===== config.mk =====
export PLATFORM = sky130hd
export DESIGN_NAME = sub_serial_flat
export DESIGN_NICKNAME = d
export VERILOG_FILES = /design/src/rtl/sub_serial_if.sv /design/src/rtl/sub_serial.sv /design/src/flat_wrapper.sv
export SDC_FILE = /design/constraint.sdc
export NUM_CORES = 1
export LEC_CHECK = 0
export ABC_AREA = 1
export CORE_MARGIN = 2
export CORE_UTILIZATION = 28
export CTS_CLUSTER_SIZE = 20
export DETAILED_ROUTE_END_ITERATION = 10
export GPL_TIMING_DRIVEN = 0
export HOLD_SLACK_MARGIN = 0.05
export PLACE_DENSITY = 0.49
export SYNTH_ARGS = -nofsm -noshare
export SYNTH_HDL_FRONTEND = slang
export SYNTH_SLANG_ARGS = --single-unit

===== constraint.sdc =====
create_clock -name clk -period 1.9 [get_ports clk]
set_input_delay 0.38 -clock clk [delete_from_list [all_inputs] [get_ports clk]]
set_output_delay 0.38 -clock clk [all_outputs]
set_load 0.01 [all_outputs]

===== src/rtl/sub_serial_if.sv =====
// -----------------------------------------------------------------------------
// sub_serial_if
// Handshake bundle for the serial subtractor.
//   Operand side : in_valid, in_ready, a (minuend), b (subtrahend)
//   Result side  : out_valid, out_ready, diff, borrow, overflow, zero
// Modports:
//   master - producer of operands / consumer of results (the surrounding
//            datapath or a testbench)
//   slave  - the subtractor itself
// -----------------------------------------------------------------------------
interface sub_serial_if #(
   parameter int WIDTH = 16
);
   logic             in_valid;
   logic             in_ready;
   logic [WIDTH-1:0] a;
   logic [WIDTH-1:0] b;
   logic             out_valid;
   logic             out_ready;
   logic [WIDTH-1:0] diff;
   logic             borrow;
   logic             overflow;
   logic             zero;

   modport master (
      output in_valid, a, b, out_ready,
      input  in_ready, out_valid, diff, borrow, overflow, zero
   );

   modport slave (
      input  in_valid, a, b, out_ready,
      output in_ready, out_valid, diff, borrow, overflow, zero
   );
endinterface


===== src/rtl/sub_serial.sv =====
// -----------------------------------------------------------------------------
// sub_serial
// Multi-cycle subtractor: diff = a - b computed as a + ~b + 1 with a DIGIT-bit
// adder slice and a registered carry, DIGIT bits per clock, LSB digit first.
// Parameters:
//   WIDTH - operand/result width
//   DIGIT - bits per cycle; must divide WIDTH (1, 2, 4, 8, 16 for WIDTH = 16)
// Ports:
//   clk   - clock, rising edge
//   rst_n - synchronous active-low reset
//   bus   - sub_serial_if slave modport (operand and result handshakes)
// Flow: IDLE accepts operands, RUN spends WIDTH/DIGIT cycles on the digits,
// DONE holds the registered result until out_ready.
// -----------------------------------------------------------------------------
module sub_serial #(
   parameter int WIDTH = 16,
   parameter int DIGIT = 1
) (
   input  logic         clk,
   input  logic         rst_n,
   sub_serial_if.slave  bus
);

   localparam int NDIG  = WIDTH / DIGIT;
   localparam int CNT_W = (NDIG > 1) ? $clog2(NDIG) : 1;
   localparam logic [CNT_W-1:0] LAST_DIGIT = CNT_W'(NDIG - 1);

   typedef enum logic [1:0] {
      IDLE = 2'd0,
      RUN  = 2'd1,
      DONE = 2'd2
   } state_t;

   state_t           state_q, state_d;
   // acc_q starts as the minuend and doubles as the result register: each RUN
   // cycle consumes its low digit and shifts the new sum digit in at the MSB
   // end, so after NDIG cycles it holds the full difference.
   logic [WIDTH-1:0] acc_q, acc_d;
   logic [WIDTH-1:0] nb_q, nb_d;        // inverted subtrahend, shifted right
   logic             carry_q, carry_d;
   logic [CNT_W-1:0] cnt_q, cnt_d;
   // Operand sign bits are kept aside because the shift registers lose them.
   logic             a_msb_q, a_msb_d;
   logic             b_msb_q, b_msb_d;
   logic [WIDTH-1:0] diff_q, diff_d;
   logic             borrow_q, borrow_d;
   logic             overflow_q, overflow_d;
   logic             zero_q, zero_d;
   logic             in_ready_q, in_ready_d;
   logic             out_valid_q, out_valid_d;

   // DIGIT-bit full-adder slice; bit DIGIT is the carry out.
   logic [DIGIT:0]   slice_sum;
   logic [WIDTH-1:0] acc_shift;
   logic [WIDTH-1:0] nb_shift;

   assign slice_sum = {1'b0, acc_q[DIGIT-1:0]}
                    + {1'b0, nb_q[DIGIT-1:0]}
                    + {{DIGIT{1'b0}}, carry_q};

   // With DIGIT == WIDTH there is nothing left to shift, so the slices that
   // would otherwise be empty are avoided.
   if (DIGIT == WIDTH) begin : g_single
      assign acc_shift = slice_sum[DIGIT-1:0];
      assign nb_shift  = '0;
   end else begin : g_multi
      assign acc_shift = {slice_sum[DIGIT-1:0], acc_q[WIDTH-1:DIGIT]};
      assign nb_shift  = {{DIGIT{1'b0}}, nb_q[WIDTH-1:DIGIT]};
   end

   always_comb begin
      state_d     = state_q;
      acc_d       = acc_q;
      nb_d        = nb_q;
      carry_d     = carry_q;
      cnt_d       = cnt_q;
      a_msb_d     = a_msb_q;
      b_msb_d     = b_msb_q;
      diff_d      = diff_q;
      borrow_d    = borrow_q;
      overflow_d  = overflow_q;
      zero_d      = zero_q;
      in_ready_d  = in_ready_q;
      out_valid_d = out_valid_q;

      case (state_q)
         IDLE: begin
            if (bus.in_valid && in_ready_q) begin
               acc_d      = bus.a;
               nb_d       = ~bus.b;
               a_msb_d    = bus.a[WIDTH-1];
               b_msb_d    = bus.b[WIDTH-1];
               carry_d    = 1'b1;          // the +1 of two's complement
               cnt_d      = '0;
               in_ready_d = 1'b0;
               state_d    = RUN;
            end
         end

         RUN: begin
            acc_d   = acc_shift;
            nb_d    = nb_shift;
            carry_d = slice_sum[DIGIT];
            cnt_d   = cnt_q + CNT_W'(1);
            if (cnt_q == LAST_DIGIT) begin
               diff_d      = acc_shift;
               // Final carry out of a + ~b + 1 is 1 exactly when a >= b.
               borrow_d    = ~slice_sum[DIGIT];
               overflow_d  = (a_msb_q != b_msb_q) && (acc_shift[WIDTH-1] != a_msb_q);
               zero_d      = (acc_shift == '0);
               out_valid_d = 1'b1;
               state_d     = DONE;
            end
         end

         DONE: begin
            if (bus.out_ready) begin
               out_valid_d = 1'b0;
               in_ready_d  = 1'b1;
               state_d     = IDLE;
            end
         end

         default: begin
            state_d     = IDLE;
            in_ready_d  = 1'b1;
            out_valid_d = 1'b0;
         end
      endcase
   end

   always_ff @(posedge clk) begin
      if (!rst_n) begin
         state_q     <= IDLE;
         acc_q       <= '0;
         nb_q        <= '0;
         carry_q     <= 1'b0;
         cnt_q       <= '0;
         a_msb_q     <= 1'b0;
         b_msb_q     <= 1'b0;
         diff_q      <= '0;
         borrow_q    <= 1'b0;
         overflow_q  <= 1'b0;
         zero_q      <= 1'b0;
         in_ready_q  <= 1'b1;
         out_valid_q <= 1'b0;
      end else begin
         state_q     <= state_d;
         acc_q       <= acc_d;
         nb_q        <= nb_d;
         carry_q     <= carry_d;
         cnt_q       <= cnt_d;
         a_msb_q     <= a_msb_d;
         b_msb_q     <= b_msb_d;
         diff_q      <= diff_d;
         borrow_q    <= borrow_d;
         overflow_q  <= overflow_d;
         zero_q      <= zero_d;
         in_ready_q  <= in_ready_d;
         out_valid_q <= out_valid_d;
      end
   end

   assign bus.in_ready  = in_ready_q;
   assign bus.out_valid = out_valid_q;
   assign bus.diff      = diff_q;
   assign bus.borrow    = borrow_q;
   assign bus.overflow  = overflow_q;
   assign bus.zero      = zero_q;

endmodule


===== src/flat_wrapper.sv =====
// flat-port wrapper written by rule: the top's interface ports become plain ports
module sub_serial_flat 
#(
   parameter int WIDTH = 16,
   parameter int DIGIT = 1
)
  (clk, rst_n, bus_in_valid, bus_a, bus_b, bus_out_ready, bus_in_ready, bus_out_valid, bus_diff, bus_borrow, bus_overflow, bus_zero);
  sub_serial_if #(.WIDTH(WIDTH)) bus_i ();
  input  logic clk;
  input  logic rst_n;
  input wire logic [$bits(bus_i.in_valid)-1:0] bus_in_valid;
  input wire logic [$bits(bus_i.a)-1:0] bus_a;
  input wire logic [$bits(bus_i.b)-1:0] bus_b;
  input wire logic [$bits(bus_i.out_ready)-1:0] bus_out_ready;
  output wire logic [$bits(bus_i.in_ready)-1:0] bus_in_ready;
  output wire logic [$bits(bus_i.out_valid)-1:0] bus_out_valid;
  output wire logic [$bits(bus_i.diff)-1:0] bus_diff;
  output wire logic [$bits(bus_i.borrow)-1:0] bus_borrow;
  output wire logic [$bits(bus_i.overflow)-1:0] bus_overflow;
  output wire logic [$bits(bus_i.zero)-1:0] bus_zero;
  assign bus_i.in_valid = bus_in_valid;
  assign bus_i.a = bus_a;
  assign bus_i.b = bus_b;
  assign bus_i.out_ready = bus_out_ready;
  assign bus_in_ready = bus_i.in_ready;
  assign bus_out_valid = bus_i.out_valid;
  assign bus_diff = bus_i.diff;
  assign bus_borrow = bus_i.borrow;
  assign bus_overflow = bus_i.overflow;
  assign bus_zero = bus_i.zero;
  sub_serial #(.WIDTH(WIDTH), .DIGIT(DIGIT)) u_core (.clk(clk), .rst_n(rst_n), .bus(bus_i));
endmodule

==> results of run 1 <==
## Yosys cell counts (all sizes together)
| cell type | number | share of area |
|---|---|---|
| a211oi | 11 | 0.047 |
| a21oi | 18 | 0.041 |
| buf | 16 | 0.045 |
| clkbuf | 6 | 0.0085 |
| dfxtp | 62 | 0.44 |
| fa | 1 | 0.0071 |
| ha | 1 | 0.0045 |
| inv | 22 | 0.029 |
| nand2 | 76 | 0.10 |
| nand3 | 10 | 0.021 |
| nand4 | 1 | 0.0022 |
| nor2 | 90 | 0.14 |
| o211a | 1 | 0.0036 |
| o21ai | 59 | 0.11 |
| or2 | 1 | 0.0022 |
## area by class of cell
type,instances,area (µm²),area share
Inverter,22,82.6,0.0220
Timing Repair Buffer,55,551,0.146
Buffer,22,150,0.0399
Sequential cell,62,1240,0.330
Clock buffer,10,128,0.0340
Clock inverter,6,110,0.0293
Multi-Input combinational cell,269,1330,0.354
Tap cell,133,166,0.0443
## power by group through the flow
stage	registers (mW)	clock network (mW)	logic (mW)
final	1.48	1.43	0.590
after global routing	1.49	1.51	0.674
after global placement	1.50	0	0.596
after detailed placement	1.50	0	0.598
after CTS	1.47	1.45	0.602
after floorplan	1.49	0	0.394
## logic make-up after synthesis
logic type,count (synthesis),synth area share
flip-flops,62,0.443
AO/OA/AOI/OAI,89,0.198
buffers and inverters,44,0.0830
AND/OR/NAND/NOR,178,0.265
adder cells (fa/ha/maj),2,0.0116
## worst paths after layout
| check | startpoint | end | cells past startpoint |
|---|---|---|---|
| worst max-delay path | u_core.carry_q$_SDFFE_PN0P_ | u_core.bus.zero$_SDFFE_PN0P_ | 8 |
| worst min-delay path | rst_n | u_core.cnt_q[0]$_SDFFE_PN0P_ | 3 |
| worst max register to register | u_core.carry_q$_SDFFE_PN0P_ | u_core.bus.zero$_SDFFE_PN0P_ | 8 |
| worst min register to register | u_core.bus.diff[3]$_SDFFE_PN0P_ | u_core.bus.diff[3]$_SDFFE_PN0P_ | 2 |
## flip-flops by register name, indices dropped and copies added (netlist names), 2 cells and up
signal,count
u_core.state_q,2
u_core.cnt_q,4
u_core.nb_q,16
u_core.bus.diff,16
u_core.acc_q,16
## critical path, stage by stage, from the launching register on
cell and delay [ns]:
dfxtp_1 0.32, inv_1 0.06, fa_1 0.62, inv_1 0.10
nor2_1 0.10, nand2_1 0.06, nor2_1 0.18, nand3_2 0.09
a21oi_2 0.11
## layer usage
| metal | routed length (µm) | part of all wire | up-vias |
|---|---|---|---|
| met5 | 0 | 0 | - |
| met4 | 215 | 0.029 | 0 |
| met3 | 261 | 0.035 | 14 |
| met2 | 3290 | 0.44 | 51 |
| met1 | 3760 | 0.50 | 1165 |
| li1 | - | - | 1338 |
## stage by stage
| step | utilization | setup WS, ns | instance area [µm²] | power, mW |
|---|---|---|---|---|
| 2_1_floorplan | - | 0.469 | 2800 | 1.88 |
| 3_3_place_gp | 0.362 | 0.0706 | 3520 | 2.10 |
| 3_5_place_dp | 0.362 | 0.0406 | 3520 | 2.10 |
| 4_1_cts | 0.386 | 0.192 | 3760 | 3.53 |
| 5_1_grt | 0.386 | 0.0758 | 3760 | 3.68 |
| 6_report | 0.386 | 0.205 | 3760 | 3.49 |
==> reports/results.ini, run 1 <==
[grt]
overflow = 0
grt_usage = 0.145
grt_max_degree = 12
met2_usage = 0.219
grtUsageMet3 = 0.0294
grt_pass1_wl_mm = 12.4
antenna_found_initial = 0
met1_usage = 0.196
grt-busiest-layer = met2
grt_pass1_vias = 2506

[placement]
dpl.hpwl_mm = 5.30
place_inst = 563
gp_congestion = 0.808
port_buffers = 55

[sta]
min_period_ns = 1.69
rsz0062_at_grt = no
drv_slew = 0
fmax_mhz = 590
fin_skew_ns = 0.0110
fin_crit_sh = 0.892
whs_ns = 0.396
finalHoldViolCount = 0
setup_viol = 0
tns_ns = 0
max_slew_margin = 0.697
worst_pin_slew_ns = 0.454

[cts]
clk_latency_ns = 0.35
htree_levels = 3
ctsLongestPathBuffers = 2
clkSinkCount = 62
post_cts_buffers = 0
cts_root_buffer = clkbuf_8
cts_inserted_buffers = 9
clkSlewWorstSetupHoldPaths_ns = 0.08
cts_resized = 0
holdBufCountCts = 0
tritoncts = built

[final_layout]
nFillCells = 1082
layout_commonest_cell = nor2_1
nNetsFinal = 479
diodes = 0
drive_gt1_frac = 0.137
final_cells = 579
layout_common_cells = nor2_1, nand2_1, dfxtp_1
area_growth_pct = 34.0

[power_and_ir_drop]
irDropWorstVdd_uv = 363
switchingPower_mw = 0.981
powerDensity_nw_per_um2 = 929
leakagePower_nw = 1.48
p_comb_frac = 0.169
power_frac_clock = 0.409
p_seq_frac = 0.423
intPower_mw = 2.51
netSwitchingFraction = 0.281

[worst_setup_path]
path_class = reg -> reg
cp.required_ns = 2.18
end_kind = flip-flop
crit_arrival_ns = 1.98
cp-start-kind = flip-flop
rrSetupSlack_ns = 0.21
cp_max_fo = 4

[synth]
syn_area_per_cell_um2 = 7.48
syn_area_um2 = 2800
yosys.cell_types.count = 27
synth-seq-cells = 62
yosys_warnings = 0
seq_area_frac_synth = 0.443
synth_nets = 413
syn_inst = 375

[floorplan]
design.die.area_um2 = 10800
die_w_um = 104
start_util = 0.288
rows = 36
die_h_um = 104
io_pins = 57
coreArea_um2 = 9730

[flow_run]
drv_cap = 0

[drt]
ant_nets = 0
first_iter_violations = 107
drc = 0
wirelength_mm = 7.53
route.vias.total = 2568
wl_per_cell_um = 13.0
via_per_inst = 4.44
drtPass1Iterations = 4

[min_path]
worstHoldPathType = in -> reg

[status]
outcome = complete, no violations

Power figures use the tool's default switching activity.
==> run 2: changes to the inputs <==
Settings changed: CORE_MARGIN 2 to 4.
==> reports/results.ini, run 2 (synthesized netlist as in run 1, its figures left out) <==
[worst_setup_path]
slowest_stage = clkdlybuf4s50_1
cp_slowest_stage_delay_ns = 0.56  ; -0.06 ns
rrSetupSlack_ns = 0.29  ; +0.08 ns
crit_arrival_ns = 1.28  ; -0.70 ns
crit-reg2reg-launch = u_core.carry_q$_SDFFE_PN0P_
path_class = reg -> out
worst-path-stages = 1  ; -7
cp.required_ns = 1.52  ; -0.66 ns
end_kind = output pin
r2r_cells = 8  ; unchanged
cp_max_fo = 4  ; unchanged
cpLargestDelayFamily = buffers and inverters
critPathBufInv = 1  ; -1
cp-start-kind = flip-flop
crit-reg2reg-capture = u_core.bus.zero$_SDFFE_PN0P_
crit_chain = clkdlybuf4s50_1

[sta]
max_slew_margin = 0.684  ; -0.0127
rsz0062_at_grt = no
fin_skew_ns = 0.00986  ; -0.00115 ns
tns_ns = 0  ; unchanged
setup_viol = 0  ; unchanged
whs_ns = 0.409  ; +0.0124 ns
finalHoldViolCount = 0  ; unchanged
fin_crit_sh = 0.873  ; -0.0188
fmax_mhz = 603  ; +2.2%
drv_slew = 0  ; unchanged
min_period_ns = 1.66  ; -0.0358 ns
worst_pin_slew_ns = 0.474  ; +0.0191 ns

[cts]
cts_resized = 0  ; unchanged
tritoncts = built
ctsLongestPathBuffers = 2  ; unchanged
clkSlewWorstSetupHoldPaths_ns = 0.07  ; about the same
holdBufCountCts = 0  ; unchanged
clk_latency_ns = 0.34  ; about the same
cts_root_buffer = clkbuf_8
clkSinkCount = 62  ; unchanged
cts_inserted_buffers = 9  ; unchanged
htree_levels = 3  ; unchanged
post_cts_buffers = 0  ; unchanged

[flow_run]
drv_cap = 0  ; unchanged

[floorplan]
io_pins = 57  ; unchanged
coreArea_um2 = 9770  ; +0.46%
start_util = 0.287  ; -0.00133
die_w_um = 108  ; +3.8%
rows = 36  ; unchanged
die_h_um = 108  ; +3.8%
design.die.area_um2 = 11700  ; +7.8%

[grt]
grt_usage = 0.136  ; -0.00833
antenna_found_initial = 0  ; unchanged
grt_max_degree = 11  ; -1
overflow = 0  ; unchanged
grt_pass1_wl_mm = 12.2  ; -1.7%
grt_pass1_vias = 2481  ; -1.0%

[drt]
wl_per_cell_um = 12.8  ; -1.3%
route.vias.total = 2575  ; +0.27%
drc = 0  ; unchanged
drtPass1Iterations = 4  ; unchanged
ant_nets = 0  ; unchanged
via_per_inst = 4.45  ; +0.27%
first_iter_violations = 99  ; -7.5%
wirelength_mm = 7.43  ; -1.3%

[status]
outcome = complete, no violations

[final_layout]
final_cells = 579  ; unchanged
nNetsFinal = 479  ; unchanged
area_growth_pct = 33.2
diodes = 0  ; unchanged
layout_common_cells = nor2_1, nand2_1, dfxtp_1
layout_commonest_cell = nor2_1
drive_gt1_frac = 0.135  ; -0.00224

[placement]
dpl.hpwl_mm = 5.49  ; +3.5%
port_buffers = 55  ; unchanged
gp_congestion = 0.756  ; -6.5%
place_inst = 563  ; unchanged

[power_and_ir_drop]
leakagePower_nw = 1.48  ; -0.15%
power_mw = 3.35  ; -4.2%
powerDensity_nw_per_um2 = 896  ; -3.6%
irDropWorstVdd_uv = 399  ; +9.8%

[min_path]
worstHoldPathType = in -> reg
holdPathEnd = u_core.cnt_q[0]$_SDFFE_PN0P_
worstHoldPathCells = 3  ; unchanged
hold_path.startpoint = rst_n

## run 2: worst max-delay path by stage
stage                                          start                           end  slack [ns]
detailed placement                      bus_in_valid   u_core.nb_q[6]$_SDFFE_PN0P_        0.07
floorplan                u_core.carry_q$_SDFFE_PN0P_  u_core.bus.zero$_SDFFE_PN0P_        0.47
CTS                 u_core.bus.in_ready$_SDFFE_PN1P_                  bus_in_ready        0.22
finish              u_core.bus.in_ready$_SDFFE_PN1P_                  bus_in_ready        0.24
global placement                        bus_in_valid   u_core.nb_q[3]$_SDFFE_PN0P_        0.07
global route             u_core.carry_q$_SDFFE_PN0P_  u_core.bus.zero$_SDFFE_PN0P_        0.15
## run 2: power by group
| part | internal, mW | total (mW) | switching, mW |
|---|---|---|---|
| Sequential | 1.41 | 1.47 | 0.0686 |
| Clock | 0.771 | 1.28 | 0.513 |
| Combinational | 0.238 | 0.589 | 0.352 |
## run 2: through the flow
| step | utilization | area [µm²] | setup WS (ns) |
|---|---|---|---|
| floorplan | - | 2800 | 0.469 |
| global placement | 0.360 | 3520 | 0.0677 |
| detailed placement | 0.360 | 3520 | 0.0652 |
| CTS | 0.382 | 3740 | 0.220 |
| global route | 0.382 | 3740 | 0.153 |
| finish | 0.382 | 3740 | 0.241 |
## run 2: area by class of cell
cell class              instances  area, µm²
plain buffers                  22        150
clock buffers                  12        145
clock inverters                 4       70.1
fillers                      1038       6040
inverters                      22       82.6
multi-input cells             269       1330
flip-flops and latches         62       1240
well taps                     133        166
repair buffers                 55        551
## run 2: per-layer routing
metal / track usage / vias up / routed length, µm
li1: - / 1333 / -
met1: 0.174 / 1176 / 3550
met2: 0.218 / 57 / 3410
met3: 0.0424 / 9 / 371
met4: 0.0487 / 0 / 103
met5: 0 / - / 0
